==> config.mk <==
export PLATFORM = sky130hd
export DESIGN_NAME = branch_predict_unit
export DESIGN_NICKNAME = d
export VERILOG_FILES = /design/src/rtl/branch_predict_unit.sv
export SDC_FILE = /design/constraint.sdc
export NUM_CORES = 2
export LEC_CHECK = 0
export ABC_CLOCK_PERIOD_IN_PS = 15400
export CAP_MARGIN = 25
export CORE_ASPECT_RATIO = 1.75
export CORE_MARGIN = 2
export CORE_UTILIZATION = 60
export DETAILED_ROUTE_END_ITERATION = 12
export HOLD_SLACK_MARGIN = 0.02
export PLACE_DENSITY = 0.81
export SLEW_MARGIN = 25
export SYNTH_ARGS = -nofsm -noshare
export SYNTH_HDL_FRONTEND = slang
export SYNTH_SLANG_ARGS = --single-unit
export TNS_END_PERCENT = 30
==> constraint.sdc <==
create_clock -name i_clk -period 15.4 [get_ports i_clk]
set_clock_uncertainty 0.15 [all_clocks]
set_input_delay 3.85 -clock i_clk [delete_from_list [all_inputs] [get_ports i_clk]]
set_output_delay 3.85 -clock i_clk [all_outputs]
set_load 0.005 [all_outputs]
==> src/rtl/branch_predict_unit.sv <==
// branch_predict_unit
//   Direct-mapped BTB with 2-bit saturating counters for fetch-time
//   prediction. It resolves conditional branches in decode and drives one
//   redirect request, where an execute-stage PC change has priority.
//   Table and performance-counter updates land on the edge after resolution.
//
// Ports
//   i_clk, i_rst         rising-edge clock, synchronous active-high reset
//   i_if_pc              fetch PC          -> o_pred_taken, o_pred_pc
//   i_id_*               decode branch info (valid, branch, opcode, pc,
//                        carried prediction)
//   i_imm                branch offset in words
//   i_data_r1/r2         forwarded operands
//   i_es_change_pc/pc    execute-stage redirect (jump/jal/jr)
//   i_stat_clr           clears both performance counters
//   o_redirect/_pc       flush request and corrected PC
//   o_br_cnt, o_mp_cnt   resolved / mispredicted branch counters (saturating)
//
// Opcode encodings default to the MIPS primary opcodes for BEQ/BNE/BLEZ/BGTZ.
module branch_predict_unit #(
  parameter int PC_WIDTH     = 32,
  parameter int DWIDTH       = 32,
  parameter int IMM_WIDTH    = 16,
  parameter int ENTRIES      = 16,
  parameter int EXT_BRANCH   = 0,
  parameter int CNT_WIDTH    = 16,
  parameter int OPCODE_WIDTH = 6,
  parameter logic [OPCODE_WIDTH-1:0] OP_BEQ  = 'h04,
  parameter logic [OPCODE_WIDTH-1:0] OP_BNE  = 'h05,
  parameter logic [OPCODE_WIDTH-1:0] OP_BLEZ = 'h06,
  parameter logic [OPCODE_WIDTH-1:0] OP_BGTZ = 'h07
) (
  input  logic                    i_clk,
  input  logic                    i_rst,
  input  logic [PC_WIDTH-1:0]     i_if_pc,
  output logic                    o_pred_taken,
  output logic [PC_WIDTH-1:0]     o_pred_pc,
  input  logic                    i_id_valid,
  input  logic                    i_id_branch,
  input  logic [OPCODE_WIDTH-1:0] i_id_opcode,
  input  logic [PC_WIDTH-1:0]     i_id_pc,
  input  logic                    i_id_pred_taken,
  input  logic [PC_WIDTH-1:0]     i_id_pred_pc,
  input  logic [IMM_WIDTH-1:0]    i_imm,
  input  logic [DWIDTH-1:0]       i_data_r1,
  input  logic [DWIDTH-1:0]       i_data_r2,
  input  logic                    i_es_change_pc,
  input  logic [PC_WIDTH-1:0]     i_es_pc,
  input  logic                    i_stat_clr,
  output logic                    o_redirect,
  output logic [PC_WIDTH-1:0]     o_redirect_pc,
  output logic [CNT_WIDTH-1:0]    o_br_cnt,
  output logic [CNT_WIDTH-1:0]    o_mp_cnt
);

  localparam int IDX_W = $clog2(ENTRIES);
  localparam int TAG_W = PC_WIDTH - IDX_W - 2;

  function automatic logic [1:0] ctr_sat_inc(input logic [1:0] c);
    return (c == 2'b11) ? c : c + 2'b01;
  endfunction

  function automatic logic [1:0] ctr_sat_dec(input logic [1:0] c);
    return (c == 2'b00) ? c : c - 2'b01;
  endfunction

  function automatic logic [CNT_WIDTH-1:0] cnt_sat_inc(input logic [CNT_WIDTH-1:0] c,
                                                       input logic en);
    return (en && (c != '1)) ? c + CNT_WIDTH'(1) : c;
  endfunction

  logic                tbl_valid  [ENTRIES];
  logic [1:0]          tbl_ctr    [ENTRIES];
  logic [TAG_W-1:0]    tbl_tag    [ENTRIES];
  logic [PC_WIDTH-1:0] tbl_target [ENTRIES];

  // Word-offset bits of the PCs never take part in indexing or tagging.
  logic unused_pc_lsbs;
  assign unused_pc_lsbs = ^{i_if_pc[1:0], i_id_pc[1:0]};

  // ---- fetch lookup (combinational, reads registered table) ----
  logic [IDX_W-1:0] if_idx;
  logic             if_hit;
  assign if_idx       = i_if_pc[IDX_W+1:2];
  assign if_hit       = tbl_valid[if_idx] && (tbl_tag[if_idx] == i_if_pc[PC_WIDTH-1:IDX_W+2]);
  assign o_pred_taken = if_hit && tbl_ctr[if_idx][1];
  assign o_pred_pc    = o_pred_taken ? tbl_target[if_idx] : i_if_pc + PC_WIDTH'(4);

  // ---- decode resolve ----
  logic signed [DWIDTH-1:0]   r1_s;
  logic signed [PC_WIDTH-1:0] imm_sext;
  logic [PC_WIDTH-1:0]        id_pc_plus4;
  logic [PC_WIDTH-1:0]        br_target;
  logic                       r1_nonpos;
  logic                       taken;
  logic                       res;
  logic                       mispredict;
  logic [IDX_W-1:0]           id_idx;
  logic                       id_hit;

  assign r1_s        = i_data_r1;
  assign imm_sext    = PC_WIDTH'(signed'(i_imm));
  assign id_pc_plus4 = i_id_pc + PC_WIDTH'(4);
  assign br_target   = id_pc_plus4 + PC_WIDTH'(imm_sext <<< 2);
  assign r1_nonpos   = r1_s[DWIDTH-1] || (r1_s == '0);

  always_comb begin
    taken = 1'b0;
    if (i_id_opcode == OP_BEQ)                        taken = (i_data_r1 == i_data_r2);
    else if (i_id_opcode == OP_BNE)                   taken = (i_data_r1 != i_data_r2);
    else if (EXT_BRANCH != 0 && i_id_opcode == OP_BLEZ) taken = r1_nonpos;
    else if (EXT_BRANCH != 0 && i_id_opcode == OP_BGTZ) taken = !r1_nonpos;
  end

  assign res        = i_id_valid && i_id_branch && !i_es_change_pc;
  assign mispredict = res && ((i_id_pred_taken != taken) ||
                              (taken && (i_id_pred_pc != br_target)));
  assign id_idx     = i_id_pc[IDX_W+1:2];
  assign id_hit     = tbl_valid[id_idx] && (tbl_tag[id_idx] == i_id_pc[PC_WIDTH-1:IDX_W+2]);

  // ---- redirect (execute stage outranks decode) ----
  always_comb begin
    o_redirect    = 1'b0;
    o_redirect_pc = id_pc_plus4;
    if (i_es_change_pc) begin
      o_redirect    = 1'b1;
      o_redirect_pc = i_es_pc;
    end else if (mispredict) begin
      o_redirect    = 1'b1;
      o_redirect_pc = taken ? br_target : id_pc_plus4;
    end
  end

  // ---- table control state and performance counters ----
  always_ff @(posedge i_clk) begin
    if (i_rst) begin
      for (int i = 0; i < ENTRIES; i++) begin
        tbl_valid[i] <= 1'b0;
        tbl_ctr[i]   <= 2'b01;
      end
      o_br_cnt <= '0;
      o_mp_cnt <= '0;
    end else begin
      if (res) begin
        if (id_hit)
          tbl_ctr[id_idx] <= taken ? ctr_sat_inc(tbl_ctr[id_idx]) : ctr_sat_dec(tbl_ctr[id_idx]);
        else if (taken) begin
          tbl_valid[id_idx] <= 1'b1;
          tbl_ctr[id_idx]   <= 2'b10;
        end
      end
      if (i_stat_clr) begin
        o_br_cnt <= '0;
        o_mp_cnt <= '0;
      end else begin
        o_br_cnt <= cnt_sat_inc(o_br_cnt, res);
        o_mp_cnt <= cnt_sat_inc(o_mp_cnt, mispredict);
      end
    end
  end

  // ---- table data: tag/target written on every taken resolve (hit or allocate) ----
  always_ff @(posedge i_clk) begin
    if (res && taken && !i_rst) begin
      tbl_tag[id_idx]    <= i_id_pc[PC_WIDTH-1:IDX_W+2];
      tbl_target[id_idx] <= br_target;
    end
  end

endmodule

==> Implementation_results.wiki <==
{| class="wikitable"
! Metric !! Value
|-
| Count of standard-cell rows || 137
|-
| Pwr Density || 109 nW/um2
|-
| Fin. max-slew vios || 0
|-
| Required time of the critical path || 11.40 ns
|-
| # DRC || 0
|-
| Syn Std Cell Area || 48000 um2
|-
| Routability congestion estimate from global placement || 1.02
|-
| Number of max-cap violations || 0
|-
| Hold WC Path Type || flop to flop
|-
| Synth async-reset ratio || 0%
|-
| Area added between synthesis and finish || 16.0%
|-
| Critical Path Start Type || primary input
|-
| Synthesized netlist net count || 3068
|-
| Worst setup path category || primary input to primary output
|-
| Relative slew slack || 25.6%
|-
| Accumulated negative setup slack || 0 ns
|-
| Commonest cells after routing, fill and taps aside || edfxtp_1 (960), mux4_2 (436), clkdlybuf4s50_1 (309), nor2_1 (153), nand2_1 (143)
|-
| First-pass iteration count of the detailed router || 8
|-
| Later-pin clock latency in the skew report || 0.70 ns
|-
| Average footprint of a synthesized cell || 17.1 um2
|-
| Die X-Extent || 218 um
|-
| Signal arrival time at the worst endpoint || 11.06 ns
|-
| Number of nets in the final layout || 3419
|-
| Count of boundary I/O pins || 319
|-
| Cell chain of the critical path || clkdlybuf4s50_1 -> nand3_1 -> nor3_1 -> buf_4 -> nand2_1 -> xnor2_1 -> ha_1 -> a21oi_1 -> o211a_1 -> o21ai_0 -> o21bai_1 -> a21boi_0 -> xnor3_1 -> nor4bb_1 -> and4b_1 -> nand2_2 -> a221oi_1 -> buf_4 -> clkdlybuf4s50_1
|-
| Per-cell via count in the routed design || 7.28
|-
| Cell-internal power || 0.00461 W
|-
| Gr ovfl total || 0
|-
| Flop and latch count out of synthesis || 1008
|-
| Vias in the first global route || 31753
|-
| CTS Buf Count || 86
|-
| Result of the run || finished, final reports clean
|-
| Combined global-route utilization of all metal layers || 39.1%
|-
| DPL Wire Length || 101 mm
|-
| Placeable Area || 79500 um2
|-
| Total chip power || 0.00609 W
|-
| Buffers added on ports || 318
|-
| Number of H-tree branching levels || 3
|-
| Combinational fraction of design power || 12.9%
|-
| Starting DRC count in detailed routing || 4459
|-
| Max frequency || 66.4 MHz
|-
| Number of buffers on the longest clock path || 3
|-
| Fraction of the cycle the final worst path needs || 97.8%
|-
| Setup violations, final || 0
|-
| Fraction of layout instances using a drive strength above 1 || 23.1%
|-
| Buffering stage count on the worst path with inverters included || 4
|-
| Setup slack, reg-to-reg || 10.69 ns
|-
| Clock power share || 36.6%
|-
| Worst Setup Slack, final || 0.336 ns
|-
| First-pass GRT wire length || 223 mm
|-
| Share of the core filled with cells in the final layout || 70.0%
|-
| Largest delay contributor family on the critical path || compound AO/OA/AOI/OAI gates
|-
| Yosys synthesis warning count || 0
|-
| Remaining number of nets flagged by the antenna check after routing || 0
|-
| Number of library cell types mapped by synthesis || 79
|-
| Sequential share of the synthesized area || 62.1%
|-
| Worst slack, placed || 0.530 ns
|-
| Post-Syn Instances || 2808
|-
| Detail-routed net length per standard cell || 37.0 um
|-
| Leakage power total || 17.6 nW
|-
| Die footprint || 82400 um2
|-
| TritonCTS clock tree || done
|-
| Starting Density || 60.4%
|-
| Number of post-CTS setup repair buffers || 0
|-
| Element type at the critical path end || primary output
|-
| Die Span Y || 378 um
|-
| Hold Vio Cnt, Final || 0
|-
| Sw Share || 24.3%
|-
| Unrepaired setup endpoints after global routing || false
|-
| Commonest register cell after synthesis || edfxtp_1
|-
| Largest net degree at the start of global routing || 94
|-
| CTS Sinks || 1008
|-
| Tmin final || 15.06 ns
|-
| Number of flops mapped to enable cells by yosys || 960
|-
| Transition at the pin with the smallest max-transition slack || 1.12 ns
|-
| Slowest cell on crit path || clkdlybuf4s50_1
|-
| Root Buffer Master || clkbuf_16
|-
| Switching power of the nets || 0.00148 W
|-
| Wire length after detailed routing || 158 mm
|-
| Initial antenna violation count || 12
|-
| Max incr delay on CP || 0.77 ns
|-
| Max FO, Critical Path || 13
|-
| Worst-case vdd ir drop || 0.0000974 V
|-
| Clock-pin slew reported for the worst setup and hold paths after clock tree synthesis || 0.06 ns
|-
| Most common cell after layout, fill and taps aside || edfxtp_1
|-
| Via count of the routed design || 31136
|-
| Share of power burned in registers || 50.5%
|}
[path summary, 6_finish.rpt]
check	startpoint	to	cells after the start
max	i_id_pc[7]	o_redirect_pc[6]	19
min	tbl_valid[1]$_DFF_P_	tbl_valid[1]$_DFF_P_	2
max reg2reg	tbl_tag[15][17]$_DFFE_PP_	tbl_ctr[6][1]$_SDFFCE_PN0P_	9
min reg2reg	tbl_valid[1]$_DFF_P_	tbl_valid[1]$_DFF_P_	2
[metrics by stage]
stage / cell area [um2] / hold WS, ns / std cells
detailed placement: 52800 / 0.337 / 4112
global route: 55700 / 0.364 / 4270
global placement: 52800 / 0.319 / 4111
CTS: 55600 / 0.346 / 4268
finish: 55700 / 0.349 / 4276
floorplan: 48000 / 0.305 / 2808
[synth_stat cells, types with 7 or more instances]
cell type | number | area (um2)
xnor3_1 | 9 | 203
nand4_1 | 57 | 357
inv_1 | 44 | 165
a21oi_1 | 53 | 265
nand2b_1 | 28 | 175
dfxtp_1 | 48 | 961
xnor2_1 | 124 | 1090
buf_1 | 25 | 93.8
o211ai_1 | 24 | 180
buf_2 | 49 | 245
o21a_1 | 8 | 60.1
or3_1 | 7 | 43.8
a211oi_1 | 12 | 90.1
ha_1 | 38 | 475
nor4_1 | 15 | 93.8
and2_1 | 15 | 93.8
or4_1 | 8 | 60.1
o21ai_0 | 76 | 380
mux4_2 | 436 | 9820
nor2_1 | 169 | 634
a21o_1 | 11 | 82.6
nand3_1 | 93 | 465
xor2_1 | 86 | 753
nand2_1 | 145 | 544
edfxtp_1 | 960 | 28800
a221oi_1 | 18 | 158
nor3_1 | 17 | 85.1
and3_1 | 24 | 150
clkbuf_1 | 91 | 342
[sequential cells by signal (all words and copies together) (netlist names)]
register    flops
tbl_target    512
o_mp_cnt       16
tbl_ctr        32
tbl_valid      16
tbl_tag       416
o_br_cnt       16
[cells by family after synthesis]
| group | after synthesis | share of synthesized area [%] |
|---|---|---|
| muxes | 446 | 20.7 |
| and+or+nand+nor | 614 | 6.33 |
| adders and majority gates | 41 | 1.07 |
| DFF | 1008 | 62.1 |
| AOI/OAI and AO/OA | 261 | 3.66 |
| buffers and inverters | 219 | 1.95 |
| xor gates and xnor gates | 219 | 4.25 |
[what timing repair did]
item	in CTS	in global routing
endpoints found under the setup margin	0	7
hold buffers	0	0
resized for setup	0	2
[final cells by class]
| class | count | area [um2] |
|---|---|---|
| multi-input cells | 1581 | 17500 |
| well taps | 1042 | 1300 |
| diodes | 7 | 17.5 |
| clock inverters | 50 | 526 |
| fillers | 4895 | 23900 |
| inverters | 45 | 169 |
| repair buffers | 437 | 4110 |
| flip-flops and latches | 1008 | 29800 |
| clock buffers | 106 | 2310 |
[power groups by stage]
stage / Sequential [W] / Combinational, W / Clock [W]
after global routing: 0.00307 / 0.000814 / 0.00232
after global placement: 0.00313 / 0.000745 / 0
after CTS: 0.00308 / 0.000772 / 0.00223
after floorplan: 0.00314 / 0.000408 / 0
final: 0.00308 / 0.000786 / 0.00223
after detailed placement: 0.00314 / 0.000765 / 0
[metal layers]
metal | global-route usage [%] | vias up | wire length (um)
li1 | - | 12137 | -
met1 | 44.2 | 15503 | 47200
met3 | 9.51 | 677 | 18900
met5 | 0 | - | 80
met4 | 28.2 | 14 | 13900
met2 | 64.8 | 2805 | 78100
[worst register-to-register path: stages (launching register included)]
cell	delay [ns]
edfxtp_1	0.43
mux4_2	0.50
mux4_2	0.50
xnor2_1	0.29
nand4_1	0.24
or4_1	0.68
nor4_2	0.57
nor2_1	0.29
nor2_2	0.67
nor2_1	0.11
(Power assumes the default switching activity.)
